File: config.mk
export PLATFORM = sky130hd
export DESIGN_NAME = pdm_mic_rx
export DESIGN_NICKNAME = d
export VERILOG_FILES = /design/src/rtl/pdm_mic_rx_pkg.sv /design/src/rtl/pdm_mic_rx_clk_gen.sv /design/src/rtl/pdm_mic_rx.sv
export SDC_FILE = /design/constraint.sdc
export NUM_CORES = 1
export LEC_CHECK = 0
export ABC_AREA = 1
export BUFFER_PORTS_ARGS = -buffer_cell sky130_fd_sc_hd__buf_2
export CAP_MARGIN = 20
export CORE_ASPECT_RATIO = 0.6
export CORE_MARGIN = 3
export CORE_UTILIZATION = 52
export CTS_CLUSTER_DIAMETER = 80
export DETAILED_ROUTE_END_ITERATION = 6
export PLACE_DENSITY = 0.78
export SLEW_MARGIN = 20
export SYNTH_ARGS = -nofsm -noshare
export SYNTH_HDL_FRONTEND = slang
export SYNTH_SLANG_ARGS = --single-unit
File: constraint.sdc
create_clock -name clk_in -period 1.6 [get_ports clk_in]
set_clock_uncertainty 0.1 [all_clocks]
set_input_delay 0.32 -clock clk_in [delete_from_list [all_inputs] [get_ports clk_in]]
set_output_delay 0.32 -clock clk_in [all_outputs]
set_load 0.05 [all_outputs]
File: src/rtl/pdm_mic_rx_pkg.sv
`default_nettype none
// ---- pdm_mic_rx_pkg : shared audio types/constants (also used by PWM playback) -- rev 1.0
package pdm_mic_rx_pkg;

  typedef enum logic [1:0] {
    ST_IDLE   = 2'd0,
    ST_WARMUP = 2'd1,
    ST_RUN    = 2'd2
  } pdm_state_e;

  localparam int CLK_DIV_DEF  = 25;
  localparam int DEC_LOG2_DEF = 6;

  // Largest representable sample; a full window of ones saturates to this.
  function automatic int unsigned win_max(input int unsigned dec_log2);
    return (32'd1 << dec_log2) - 32'd1;
  endfunction

endpackage
`default_nettype wire

File: src/rtl/pdm_mic_rx_clk_gen.sv
`default_nettype none
// ---- pdm_clk_gen : mic clock divider with a bit strobe on each falling mic_clk -- rev 1.0
module pdm_clk_gen
  import pdm_mic_rx_pkg::*;
#(
  parameter int CLK_DIV = CLK_DIV_DEF
) (
  input  logic clk_in,
  input  logic rst_n,
  input  logic en,
  output logic mic_clk,
  output logic bit_stb
);

  localparam int            CW     = $clog2(CLK_DIV);
  localparam logic [CW-1:0] C_TERM = CW'(CLK_DIV - 1);

  logic [CW-1:0] cnt_q, cnt_d;
  logic          mic_q, mic_d;
  logic          w_term;

  always_comb begin
    w_term = (cnt_q == C_TERM);
    cnt_d  = cnt_q;
    mic_d  = mic_q;
    if (!en) begin
      cnt_d = '0;
      mic_d = 1'b0;
    end else if (w_term) begin
      cnt_d = '0;
      mic_d = ~mic_q;
    end else begin
      cnt_d = cnt_q + CW'(1);
    end
  end

  always_ff @(posedge clk_in or negedge rst_n) begin
    if (!rst_n) begin
      cnt_q <= '0;
      mic_q <= 1'b0;
    end else begin
      cnt_q <= cnt_d;
      mic_q <= mic_d;
    end
  end

  // Data has been stable for a whole high phase when mic_clk falls.
  assign bit_stb = en && w_term && mic_q;
  assign mic_clk = mic_q;

endmodule
`default_nettype wire

File: src/rtl/pdm_mic_rx.sv
`default_nettype none
// ---- pdm_mic_rx : PDM mic capture + ones-count decimator; optional PDM_RAW_CAPTURE_EN -- rev 1.0
module pdm_mic_rx
  import pdm_mic_rx_pkg::*;
#(
  parameter int CLK_DIV    = CLK_DIV_DEF,
  parameter int DEC_LOG2   = DEC_LOG2_DEF,
  parameter int WARMUP_WIN = 4
) (
  input  logic                         clk_in,
  input  logic                         rst_n,
  input  logic                         enable,
  input  logic                         pdm_data,
  output logic                         mic_clk,
  output logic [DEC_LOG2-1:0]          sample,
  output logic                         sample_valid,
  input  logic                         sample_ready,
  output logic                         done,
`ifdef PDM_RAW_CAPTURE_EN
  output logic [(2**DEC_LOG2)-1:0]     raw_bits,
`endif
  output logic                         overrun
);

  localparam int                NBITS       = 2 ** DEC_LOG2;
  localparam logic [DEC_LOG2:0] C_SAT       = (DEC_LOG2 + 1)'(win_max(DEC_LOG2));
  localparam logic [3:0]        C_WARM_LAST = 4'(WARMUP_WIN - 1);

  pdm_state_e          state_q, state_d;
  logic                sync1_q, pdm_s_q;
  logic [DEC_LOG2-1:0] bitcnt_q, bitcnt_d;
  logic [DEC_LOG2:0]   acc_q, acc_d;
  logic [3:0]          warm_q, warm_d;
  logic [DEC_LOG2-1:0] sample_q, sample_d;
  logic                valid_q, valid_d;
  logic                done_q, done_d;
  logic                ovr_q, ovr_d;

  logic                w_run, w_stb, w_win_end, w_load;
  logic [DEC_LOG2:0]   w_result, w_sat;

  // Gating with enable stops mic_clk on the very edge enable is seen low.
  assign w_run = enable && (state_q != ST_IDLE);

  pdm_clk_gen #(.CLK_DIV(CLK_DIV)) u_clk_gen (
    .clk_in  (clk_in),
    .rst_n   (rst_n),
    .en      (w_run),
    .mic_clk (mic_clk),
    .bit_stb (w_stb)
  );

  assign w_win_end = w_stb && (bitcnt_q == '1);
  assign w_load    = w_win_end && (state_q == ST_RUN);
  assign w_result  = acc_q + {{DEC_LOG2{1'b0}}, pdm_s_q};
  assign w_sat     = (w_result > C_SAT) ? C_SAT : w_result;

  always_comb begin
    state_d  = state_q;
    bitcnt_d = bitcnt_q;
    acc_d    = acc_q;
    warm_d   = warm_q;
    sample_d = sample_q;
    valid_d  = valid_q;
    done_d   = 1'b0;
    ovr_d    = ovr_q;

    if (!w_run) begin
      bitcnt_d = '0;
      acc_d    = '0;
      warm_d   = '0;
    end else if (w_stb) begin
      bitcnt_d = bitcnt_q + {{(DEC_LOG2-1){1'b0}}, 1'b1};
      acc_d    = w_win_end ? '0 : w_result;
    end

    if (valid_q && sample_ready) valid_d = 1'b0;

    case (state_q)
      ST_IDLE: begin
        if (enable) state_d = (WARMUP_WIN == 0) ? ST_RUN : ST_WARMUP;
      end
      ST_WARMUP: begin
        if (w_win_end) begin
          if (warm_q == C_WARM_LAST) state_d = ST_RUN;
          else                       warm_d  = warm_q + 4'd1;
        end
      end
      ST_RUN: begin
        if (w_load) begin
          sample_d = w_sat[DEC_LOG2-1:0];
          valid_d  = 1'b1;
          done_d   = 1'b1;
          if (valid_q && !sample_ready) ovr_d = 1'b1;
        end
      end
      default: state_d = ST_IDLE;
    endcase

    // Leaving capture keeps the pending word but forgives earlier overruns.
    if (!enable) begin
      state_d = ST_IDLE;
      ovr_d   = 1'b0;
    end
  end

  always_ff @(posedge clk_in or negedge rst_n) begin
    if (!rst_n) begin
      state_q  <= ST_IDLE;
      sync1_q  <= 1'b0;
      pdm_s_q  <= 1'b0;
      bitcnt_q <= '0;
      acc_q    <= '0;
      warm_q   <= '0;
      sample_q <= '0;
      valid_q  <= 1'b0;
      done_q   <= 1'b0;
      ovr_q    <= 1'b0;
    end else begin
      state_q  <= state_d;
      sync1_q  <= pdm_data;
      pdm_s_q  <= sync1_q;
      bitcnt_q <= bitcnt_d;
      acc_q    <= acc_d;
      warm_q   <= warm_d;
      sample_q <= sample_d;
      valid_q  <= valid_d;
      done_q   <= done_d;
      ovr_q    <= ovr_d;
    end
  end

`ifdef PDM_RAW_CAPTURE_EN
  logic [NBITS-1:0] shift_q, raw_q;
  logic [NBITS-1:0] w_shift_nx;

  assign w_shift_nx = {shift_q[NBITS-2:0], pdm_s_q};

  always_ff @(posedge clk_in or negedge rst_n) begin
    if (!rst_n) begin
      shift_q <= '0;
      raw_q   <= '0;
    end else begin
      if (w_stb)  shift_q <= w_shift_nx;
      if (w_load) raw_q   <= w_shift_nx;
    end
  end

  assign raw_bits = raw_q;
`endif

  assign sample       = sample_q;
  assign sample_valid = valid_q;
  assign done         = done_q;
  assign overrun      = ovr_q;

endmodule
`default_nettype wire
==> flow_summary.toml, run 1 <==
[power]
p_sw_w = 0.000404
max-vdd-ir-drop_uv = 651
power_density_nw_per_um2 = 689
comb_power_share_pct = 5.8
finalPower_w = 0.00170
internal_power_w = 0.00130
switching_share_pct = 23.8
p_leak_nw = 1.24
clock_power_share_pct = 40.1
pwr-share-seq_pct = 54.1

[critical_path]
startpoint_type = "flip-flop"
setup.worst_path.class = "reg2reg"
endpoint_kind = "flip-flop"
cp.required_ns = 1.74
worstPathMaxFanout = 7
critPathArrivalTime_ns = 1.89

[timing]
max-slew-margin-rel_pct = 73.6
fmax_mhz = 569
setup_viol = 21
layout_setup_ws_ns = -0.159
hold_viol_final = 0
rsz0062_at_grt = "true"
tightest_slew_ns = 0.397
fin_crit_ns = 1.76
finalCritPeriodShare_pct = 110
slew_violations = 0
hold_ws_ns = 0.0294

[floorplanning]
core_um2 = 3020
dieHeight_um = 50.8
die_area_um2 = 4090
row_count = 15
io_pins = 15
die_x_um = 80.6
initial_core_util_pct = 57.5

[finish]
post-route-util_pct = 81.7
antennaDiodeCount = 0
area_growth_pct = 42.0
nets = 269
fillers = 179
drive_gt1_share_pct = 42.5

[global_route]
overflow = 0
grt_pass1_vias = 1518
grt.busiest_layer = "met2"
grtUsageMet3_pct = 5.38
grt_antenna_before_repair = 0
grt_max_degree = 22
track_usage_pct = 22.4
grt_use_met1_pct = 30.3
grt_pass1_wl_mm = 6.88
met2_usage_pct = 35.4

[synthesis]
yosysWarnings = 0
yosysTopAreaCell = "dfrtp_1"
ys_ff_latch = 36
synth_cell_types = 21
synth_area_leaders = "dfrtp_1 (52%), nand2_1 (12%), nor2_1 (5.0%)"
seq_area_frac_synth_pct = 51.8
syn_inst = 204
syn-num-nets = 215
avgSynthCellArea_um2 = 8.52
synth_top_area_share_pct = 51.8
syn_area_um2 = 1740

[clock_network]
cts_tree = "yes"
cts_root_buf = "clkbuf_8"
clkLatencyLatePin_ns = 0.30
cts.htree.levels = 2
cts.sinks = 36
clk_pin_slew_ns = 0.08
cts_buffers = 5
clk_path_buf_depth = 2

[outcome]
outcome = "complete, but fails checks"
violations = "negative setup slack"

[routing]
drt_iter0_markers = 103
ant_nets = 0
wl_per_cell_um = 16.0
remaining_drc_errors = 0
vias = 1663
wl_mm = 4.81
avgViaCountPerCell = 5.52
drt-pass1-iter-count = 5

[worst_hold_path]
hp-class = "in2reg"

[place]
pre_cts_slack_ns = -0.119
io_buffers = 14
place_hpwl_mm = 2.78
gp_congestion = 0.940

[flow_run]
drv_cap = 0
==> sequential cells by signal (all words and copies together) (netlist names) <==
signal             cells
sample_valid           1
done                   1
sync1_q                1
pdm_s_q                1
u_clk_gen.cnt_q        5
warm_q                 4
sample                 6
overrun                1
u_clk_gen.mic_clk      1
bitcnt_q               6
acc_q                  7
state_q                2
==> final cells by class <==
cell class	count	area (um2)	area share (%)
clock buffers	6	82.6	3.35
clock inverters	2	10.0	0.405
inverters	24	95.1	3.85
multi-input cells	144	978	39.6
flip-flops and latches	36	902	36.5
well taps	42	52.6	2.13
repair buffers	47	348	14.1
==> per-stage QoR <==
step	TNS, ns	instance area (um2)	instances
after floorplan	0	1750	204
after global placement	-0.259	2040	281
after detailed placement	-0.981	2040	281
after CTS	-0.776	2250	294
after global routing	-3.85	2470	301
final	-1.89	2470	301
==> worst max-delay path, cell delays in order, from the launching register on <==
cell,delay (ns)
dfrtp_1,0.39
ha_2,0.21
nand2_2,0.07
nor2_2,0.14
nand2_2,0.09
nor2_4,0.18
nand2_4,0.09
nor2_4,0.19
o21ai_1,0.13
nand2_1,0.09
==> power groups by stage <==
| stage | logic [W] | clock network [W] | registers (W) |
|---|---|---|---|
| 6_report | 0.0000994 | 0.000683 | 0.000920 |
| 4_1_cts | 0.0000865 | 0.000681 | 0.000919 |
| 2_1_floorplan | 0.0000301 | 0 | 0.000936 |
| 3_3_place_gp | 0.0000788 | 0 | 0.000936 |
| 3_5_place_dp | 0.0000796 | 0 | 0.000937 |
| 5_1_grt | 0.000112 | 0.000721 | 0.000920 |
==> timing repair <==
| item | in CTS | in global routing |
|---|---|---|
| endpoints found under the setup margin | 23 | 28 |
| resized for setup | 23 | 41 |
| hold buffers | 1 | 0 |
| endpoints found under the hold margin | 15 | 0 |
| setup buffers | 4 | 7 |
| pin swaps | 6 | 20 |
==> layout by cell type (no fill, tap or decap), drive strengths merged, types with 3 or more instances in the layout <==
| master | n |
|---|---|
| nor2 | 26 |
| ha | 6 |
| nand2 | 60 |
| o21ai | 13 |
| nand3 | 15 |
| dfrtp | 36 |
| inv | 24 |
| nand4 | 3 |
| o22ai | 5 |
| buf | 46 |
| a21oi | 5 |
| clkbuf | 6 |
| xor2 | 5 |
==> cell families (layout without fill, tap and decap cells) <==
kind of cell	Yosys count	after routing	share of synthesized area, %
fa+ha+maj	6	6	4.32
compound gates	24	24	7.34
xor+xnor	7	7	3.53
buf+inv	24	79	5.33
flops	36	36	51.8
simple gates	107	107	27.6
==> synthesized netlist by cell type (all sizes together) <==
| cell | number |
|---|---|
| nand2 | 60 |
| dfrtp | 36 |
| nor2 | 26 |
| inv | 24 |
| nand3 | 15 |
| o21ai | 13 |
| ha | 6 |
| a21oi | 5 |
| o22ai | 5 |
| xor2 | 5 |
| nand4 | 3 |
| nor3 | 2 |
| xnor2 | 2 |
| a31oi | 1 |
| or2 | 1 |
==> final timing paths <==
kind                            cells after the start                            end               startpoint  slack, ns
worst min register to register                      0              pdm_s_q$_DFF_PN0_        sync1_q$_DFF_PN0_       0.26
worst max register to register                      9          sample[2]$_DFFE_PN0P_  bitcnt_q[0]$_DFFE_PN0P_      -0.16
worst max-delay path                                9          sample[2]$_DFFE_PN0P_  bitcnt_q[0]$_DFFE_PN0P_      -0.16
max in group asynchronous                           3  u_clk_gen.mic_clk$_DFFE_PN0P_                    rst_n       0.56
worst min-delay path                                1              sync1_q$_DFF_PN0_                 pdm_data       0.03
min in group asynchronous                           2         sample_valid$_DFF_PN0_                    rst_n       0.38
==> routing by layer <==
metal | routed length (um) | vias to the layer above | part of all wire, %
li1 | - | 761 | -
met3 | 295 | 20 | 6.1
met5 | 0 | - | 0
met4 | 146 | 0 | 3.0
met1 | 2050 | 793 | 43
met2 | 2320 | 89 | 48
No activity file was read; power rests on OpenSTA's default activity.
==> run 2, diff against run 1 <==
ABC_AREA = not set   (was 1)
==> flow_summary.toml, run 2 <==
[power]
finalPower_w = 0.00161
power_density_nw_per_um2 = 687
p_leak_nw = 1.13
max-vdd-ir-drop_uv = 620

[critical_path]
critPathArrivalTime_ns = 1.94
endpoint_kind = "flip-flop"
crit_buf_inv = 2
cp.required_ns = 1.67
worstPathMaxFanout = 5
setup.worst_path.class = "reg2reg"
path_delay_family = "simple AND/OR/NAND/NOR gates"
startpoint_type = "flip-flop"
slowest_stage = "dfrtp_1"
crit_path_max_incr_delay_ns = 0.42
crit_chain = "inv_2 -> ha_4 -> and4b_1 -> buf_6 -> nand4_1 -> nor2_2 -> mux2_4"

[clock_network]
cts_root_buf = "clkbuf_8"
cts_buffers = 5
cts_tree = "yes"
cts.htree.levels = 2
clkLatencyLatePin_ns = 0.29
clk_path_buf_depth = 2
cts.sinks = 36
clk_pin_slew_ns = 0.07

[outcome]
outcome = "complete, but fails checks"
violations = "negative setup slack"

[synthesis]
synth_cell_types = 35
syn-num-nets = 175
synthTopCellsByCount = "dfrtp_1 (36), nor2_1 (21), xor2_1 (10), nand2_1 (9), nand3_1 (9)"
yosysMostFrequentCell = "dfrtp_1"
yosysTopAreaCell = "dfrtp_1"
synthFlopType = "dfrtp_1"
synth_top_area_share_pct = 52.3
seq_area_frac_synth_pct = 52.3
synth-edff-count = 0
ys_ff_latch = 36
avgSynthCellArea_um2 = 10.5
async_reset_ff_share_pct = 100
synth_area_leaders = "dfrtp_1 (52%), xor2_1 (5.1%), nor2_1 (4.6%)"
syn_area_um2 = 1720
yosysWarnings = 0
syn_inst = 164

[routing]
drt_iter0_markers = 104
wl_per_cell_um = 17.5
ant_nets = 0
remaining_drc_errors = 0
wl_mm = 4.54
drt-pass1-iter-count = 4
vias = 1479
avgViaCountPerCell = 5.69

[timing]
fmax_mhz = 537
setup_viol = 27
fin_crit_ns = 1.86
finalCritPeriodShare_pct = 116
layout_setup_ws_ns = -0.264
max-slew-margin-rel_pct = 71.4
tightest_slew_ns = 0.427
tns_ns = -3.60
slew_violations = 0
rsz0062_at_grt = "true"
hold_viol_final = 0

[global_route]
grt_pass1_wl_mm = 6.81
grt_antenna_before_repair = 0
grt_max_degree = 18
grt_pass1_vias = 1456
overflow = 0
track_usage_pct = 22.8

[finish]
drive_gt1_share_pct = 41.7
area_growth_pct = 35.9
antennaDiodeCount = 0
layout_common_cells = "dfrtp_1 (35), buf_4 (29), nor2_1 (15)"
final-seq-area_um2 = 902
fillers = 182
multi_input_area_um2 = 905
largest_reg_flops = 7
top_register = "acc_q"
nets = 229
fin_area_um2 = 2340
final_common_cell = "dfrtp_1"

[floorplanning]
row_count = 15
core_um2 = 3020
dieHeight_um = 50.6
io_pins = 15
die_area_um2 = 4060
die_x_um = 80.3
initial_core_util_pct = 57.0

[place]
dpl_cell_area_um2 = 2040
gp_congestion = 0.847
place_hpwl_mm = 2.80
io_buffers = 14

[flow_run]
drv_cap = 0

[worst_hold_path]
hp-class = "in2reg"
run 2: changes by cell type after synthesis, sizes merged, moves of 6 or more:
cell	change
nand2	-50
inv	-17
a31oi	+6
nand3	-6
run 2: routing by layer:
layer / global-route usage, % / part of all wire, %
met5: 0 / 0
met1: 28.9 / 42
met3: 6.63 / 5.5
met4: 8.43 / 2.9
met2: 37.2 / 50
run 2: worst paths after layout:
| kind | start | endpoint | slack, ns | depth (start not counted) |
|---|---|---|---|---|
| min in group asynchronous | rst_n | sample[3]$_DFFE_PN0P_ | 0.40 | 2 |
| min | pdm_data | sync1_q$_DFF_PN0_ | 0.03 | 1 |
| max | u_clk_gen.cnt_q[0]$_DFF_PN0_ | warm_q[1]$_DFF_PN0_ | -0.26 | 7 |
| min reg2reg | sync1_q$_DFF_PN0_ | pdm_s_q$_DFF_PN0_ | 0.25 | 0 |
| max in group asynchronous | rst_n | bitcnt_q[3]$_DFFE_PN0P_ | 0.51 | 3 |
| max reg2reg | u_clk_gen.cnt_q[0]$_DFF_PN0_ | warm_q[1]$_DFF_PN0_ | -0.26 | 7 |
run 2: repair_timing:
item	in CTS	in global routing
setup buffers	1	6
setup endpoints to repair	27	33
cloned	1	0
hold buffers	1	0
resized for setup	16	25
pin swaps	4	9
hold endpoints to repair	15	0
run 2: area by class of cell:
type	count	share of cell area [%]
inverter	7	1.12
multi-input combinational	117	38.7
tap	42	2.25
clock buffer	6	3.10
sequential	36	38.6
timing repair buffer	51	16.1
clock inverter	1	0.214
run 2: report_power, final:
| part | internal [W] | total, W | leakage, nW | switching [W] |
|---|---|---|---|---|
| clock network | 0.000296 | 0.000612 | 0.0410 | 0.000316 |
| logic | 0.0000270 | 0.0000738 | 0.600 | 0.0000468 |
| registers | 0.000916 | 0.000921 | 0.493 | 0.00000536 |
| total | 0.00124 | 0.00161 | 1.13 | 0.000368 |
run 2: cells by family (layout without fill, tap and decap cells):
| kind of cell | after synthesis | in the layout | synth area share, % |
|---|---|---|---|
| fa+ha+maj | 6 | 6 | 4.36 |
| compound gates | 26 | 26 | 8.94 |
| mux | 2 | 2 | 1.24 |
| xor+xnor | 14 | 14 | 7.12 |
| simple gates | 69 | 69 | 22.5 |
| flops | 36 | 36 | 52.3 |
| buf+inv | 11 | 65 | 3.49 |
run 2: per-stage QoR:
stage | setup WS [ns] | hold WS, ns | std cells | utilization, %
after floorplan | -0.124 | -0.0756 | 164 | -
after global routing | -0.313 | 0.0338 | 260 | 77.4
after global placement | -0.0972 | 0.157 | 245 | 67.5
after CTS | -0.195 | 0.0344 | 254 | 72.6
final | -0.264 | 0.0311 | 260 | 77.4
after detailed placement | -0.175 | 0.166 | 245 | 67.5
==> run 3, diff against run 2 <==
CTS_CLUSTER_DIAMETER = not set   (was 80)
SYNTH_HIERARCHICAL = 1   (was not set)
==> flow_summary.toml, run 3 <==
[outcome]
outcome = "complete, but fails checks"
violations = "negative setup slack"

[place]
gp_congestion = 0.859
io_buffers = 14
place_hpwl_mm = 2.79
pre_cts_slack_ns = -0.475

[global_route]
grt_pass1_wl_mm = 7.34
track_usage_pct = 24.3
grt_pass1_vias = 1546
grt_max_degree = 37
overflow = 0
grt_antenna_before_repair = 0

[routing]
remaining_drc_errors = 0
ant_nets = 0
wl_per_cell_um = 16.3
drt_iter0_markers = 90
wl_mm = 4.27
vias = 1469
avgViaCountPerCell = 5.61
drt-pass1-iter-count = 4

[critical_path]
crit_buf_inv = 2
crit_path_max_incr_delay_ns = 0.39
endpoint_kind = "flip-flop"
startpoint_type = "flip-flop"
path_delay_family = "simple AND/OR/NAND/NOR gates"
setup.worst_path.class = "reg2reg"
slowest_stage = "dfrtp_1"
cp.required_ns = 1.68
worstPathMaxFanout = 7
critPathArrivalTime_ns = 2.10
crit_chain = "inv_2 -> ha_4 -> and4b_2 -> and3_4 -> nand4_4 -> buf_6 -> nor2_4 -> o21ai_1 -> a32o_1"

[synthesis]
synth_cell_types = 39
syn-num-nets = 172
yosysMostFrequentCell = "dfrtp_1"
synthTopCellsByCount = "dfrtp_1 (36), nand2_1 (17), nand3_1 (9), nor2_1 (9)"
synth_top_area_share_pct = 52.3
ys_ff_latch = 36
synthFlopType = "dfrtp_1"
synth_area_leaders = "dfrtp_1 (52%), ha_1 (4.4%), nand2_1 (3.7%)"
async_reset_ff_share_pct = 100
syn_inst = 161
seq_area_frac_synth_pct = 52.3
avgSynthCellArea_um2 = 10.7
synth-edff-count = 0
yosysWarnings = 6
yosysTopAreaCell = "dfrtp_1"
syn_area_um2 = 1720

[floorplanning]
row_count = 15
die_x_um = 80.3
core_um2 = 3020
die_area_um2 = 4060
initial_core_util_pct = 57.0
io_pins = 15
dieHeight_um = 50.6

[timing]
fmax_mhz = 496
fin_crit_ns = 2.02
finalCritPeriodShare_pct = 126
layout_setup_ws_ns = -0.416
rsz0062_at_grt = "true"
slew_violations = 0
setup_viol = 27
tightest_slew_ns = 0.411
hold_ws_ns = 0.0364
hold_viol_final = 0
max-slew-margin-rel_pct = 72.5

[flow_run]
drv_cap = 0

[finish]
nets = 230
antennaDiodeCount = 0
final_common_cell = "dfrtp_1"
layout_common_cells = "dfrtp_1 (36), buf_4 (34), nand2_1 (16)"
largest_reg_flops = 7
top_register = "acc_q"
area_growth_pct = 33.9
drive_gt1_share_pct = 34.1

[clock_network]
cts.sinks = 36
cts_buffers = 5
cts_root_buf = "clkbuf_8"
clk_path_buf_depth = 2
clkLatencyLatePin_ns = 0.29
clk_pin_slew_ns = 0.07
cts_tree = "yes"
cts.htree.levels = 2

[power]
internal_power_w = 0.00130
pwr-share-seq_pct = 55.3
comb_power_share_pct = 5.1
switching_share_pct = 21.7
power_density_nw_per_um2 = 720
max-vdd-ir-drop_uv = 595
clock_power_share_pct = 39.6
p_sw_w = 0.000360
p_leak_nw = 1.11
finalPower_w = 0.00166

[worst_hold_path]
hp-class = "in2reg"
## run 3: area by class of cell
cell class | instances | area, um2
inverters | 8 | 30.0
flip-flops and latches | 36 | 901
repair buffers | 54 | 400
clock buffers | 8 | 90.1
well taps | 42 | 52.6
fillers | 191 | 714
multi-input cells | 114 | 833
## run 3: cells by family (layout without fill, tap and decap cells)
logic type                 count (synthesis)  in the layout  share of synthesized area [%]
and+or+nand+nor                           63             63                           21.9
DFF                                       36             36                           52.3
AOI/OAI and AO/OA                         33             33                           12.8
buffers and inverters                     11             70                           2.40
xor gates and xnor gates                   9              9                           4.57
adders and majority gates                  6              6                           4.36
muxes                                      3              3                           1.74
## run 3: power by group through the flow
stage           logic, W  clock network [W]  registers, W
6_report       0.0000844           0.000658      0.000919
5_1_grt        0.0000939           0.000705      0.000919
4_1_cts        0.0000801           0.000671      0.000919
3_5_place_dp   0.0000722                  0      0.000936
3_3_place_gp   0.0000688                  0      0.000936
2_1_floorplan  0.0000215                  0      0.000938
## run 3: path summary, 6_finish.rpt
path                                              startpoint                      endpoint  slack, ns  depth (start not counted)
worst max register to register  u_clk_gen/cnt_q[1]$_DFF_PN0_          acc_q[2]$_DFFE_PN0P_      -0.42                          9
worst min-delay path                                pdm_data             sync1_q$_DFF_PN0_       0.04                          1
max in group asynchronous                              rst_n  u_clk_gen/cnt_q[0]$_DFF_PN0_       0.80                          3
worst min register to register             sync1_q$_DFF_PN0_             pdm_s_q$_DFF_PN0_       0.26                          0
min in group asynchronous                              rst_n       bitcnt_q[5]$_DFFE_PN0P_       0.42                          3
worst max-delay path            u_clk_gen/cnt_q[1]$_DFF_PN0_          acc_q[2]$_DFFE_PN0P_      -0.42                          9
## run 3: timing repair
action | 4_1_cts | 5_1_grt
endpoints found under the setup margin | 28 | 28
pin swaps | 11 | 7
buffers inserted | 6 | 3
endpoints found under the hold margin | 36 | 0
gates resized for setup | 8 | 6
hold buffers | 1 | 0
## run 3: through the flow
stage               util [%]  instances  TNS, ns  instance area [um2]
floorplan                  -        161    -8.82                 1730
global placement        68.9        244    -7.71                 2080
detailed placement      68.9        244    -9.88                 2080
CTS                     74.7        259    -8.05                 2260
global route            76.4        262   -10.79                 2310
finish                  76.4        262    -8.32                 2310
## run 3: worst reg2reg max path: stages, from the launching register on
cell,delay (ns)
dfrtp_1,0.39
inv_2,0.08
ha_4,0.13
and4b_2,0.22
and3_4,0.20
nand4_4,0.11
buf_6,0.15
nor2_4,0.20
o21ai_1,0.08
a32o_1,0.26
## run 3: routing by layer
| layer | wire, um | global-route usage, % | up-vias |
|---|---|---|---|
| met1 | 1830 | 30.1 | 699 |
| li1 | - | - | 688 |
| met5 | 0 | 0 | - |
| met3 | 295 | 8.06 | 20 |
| met4 | 156 | 11.8 | 0 |
| met2 | 1990 | 38.3 | 62 |
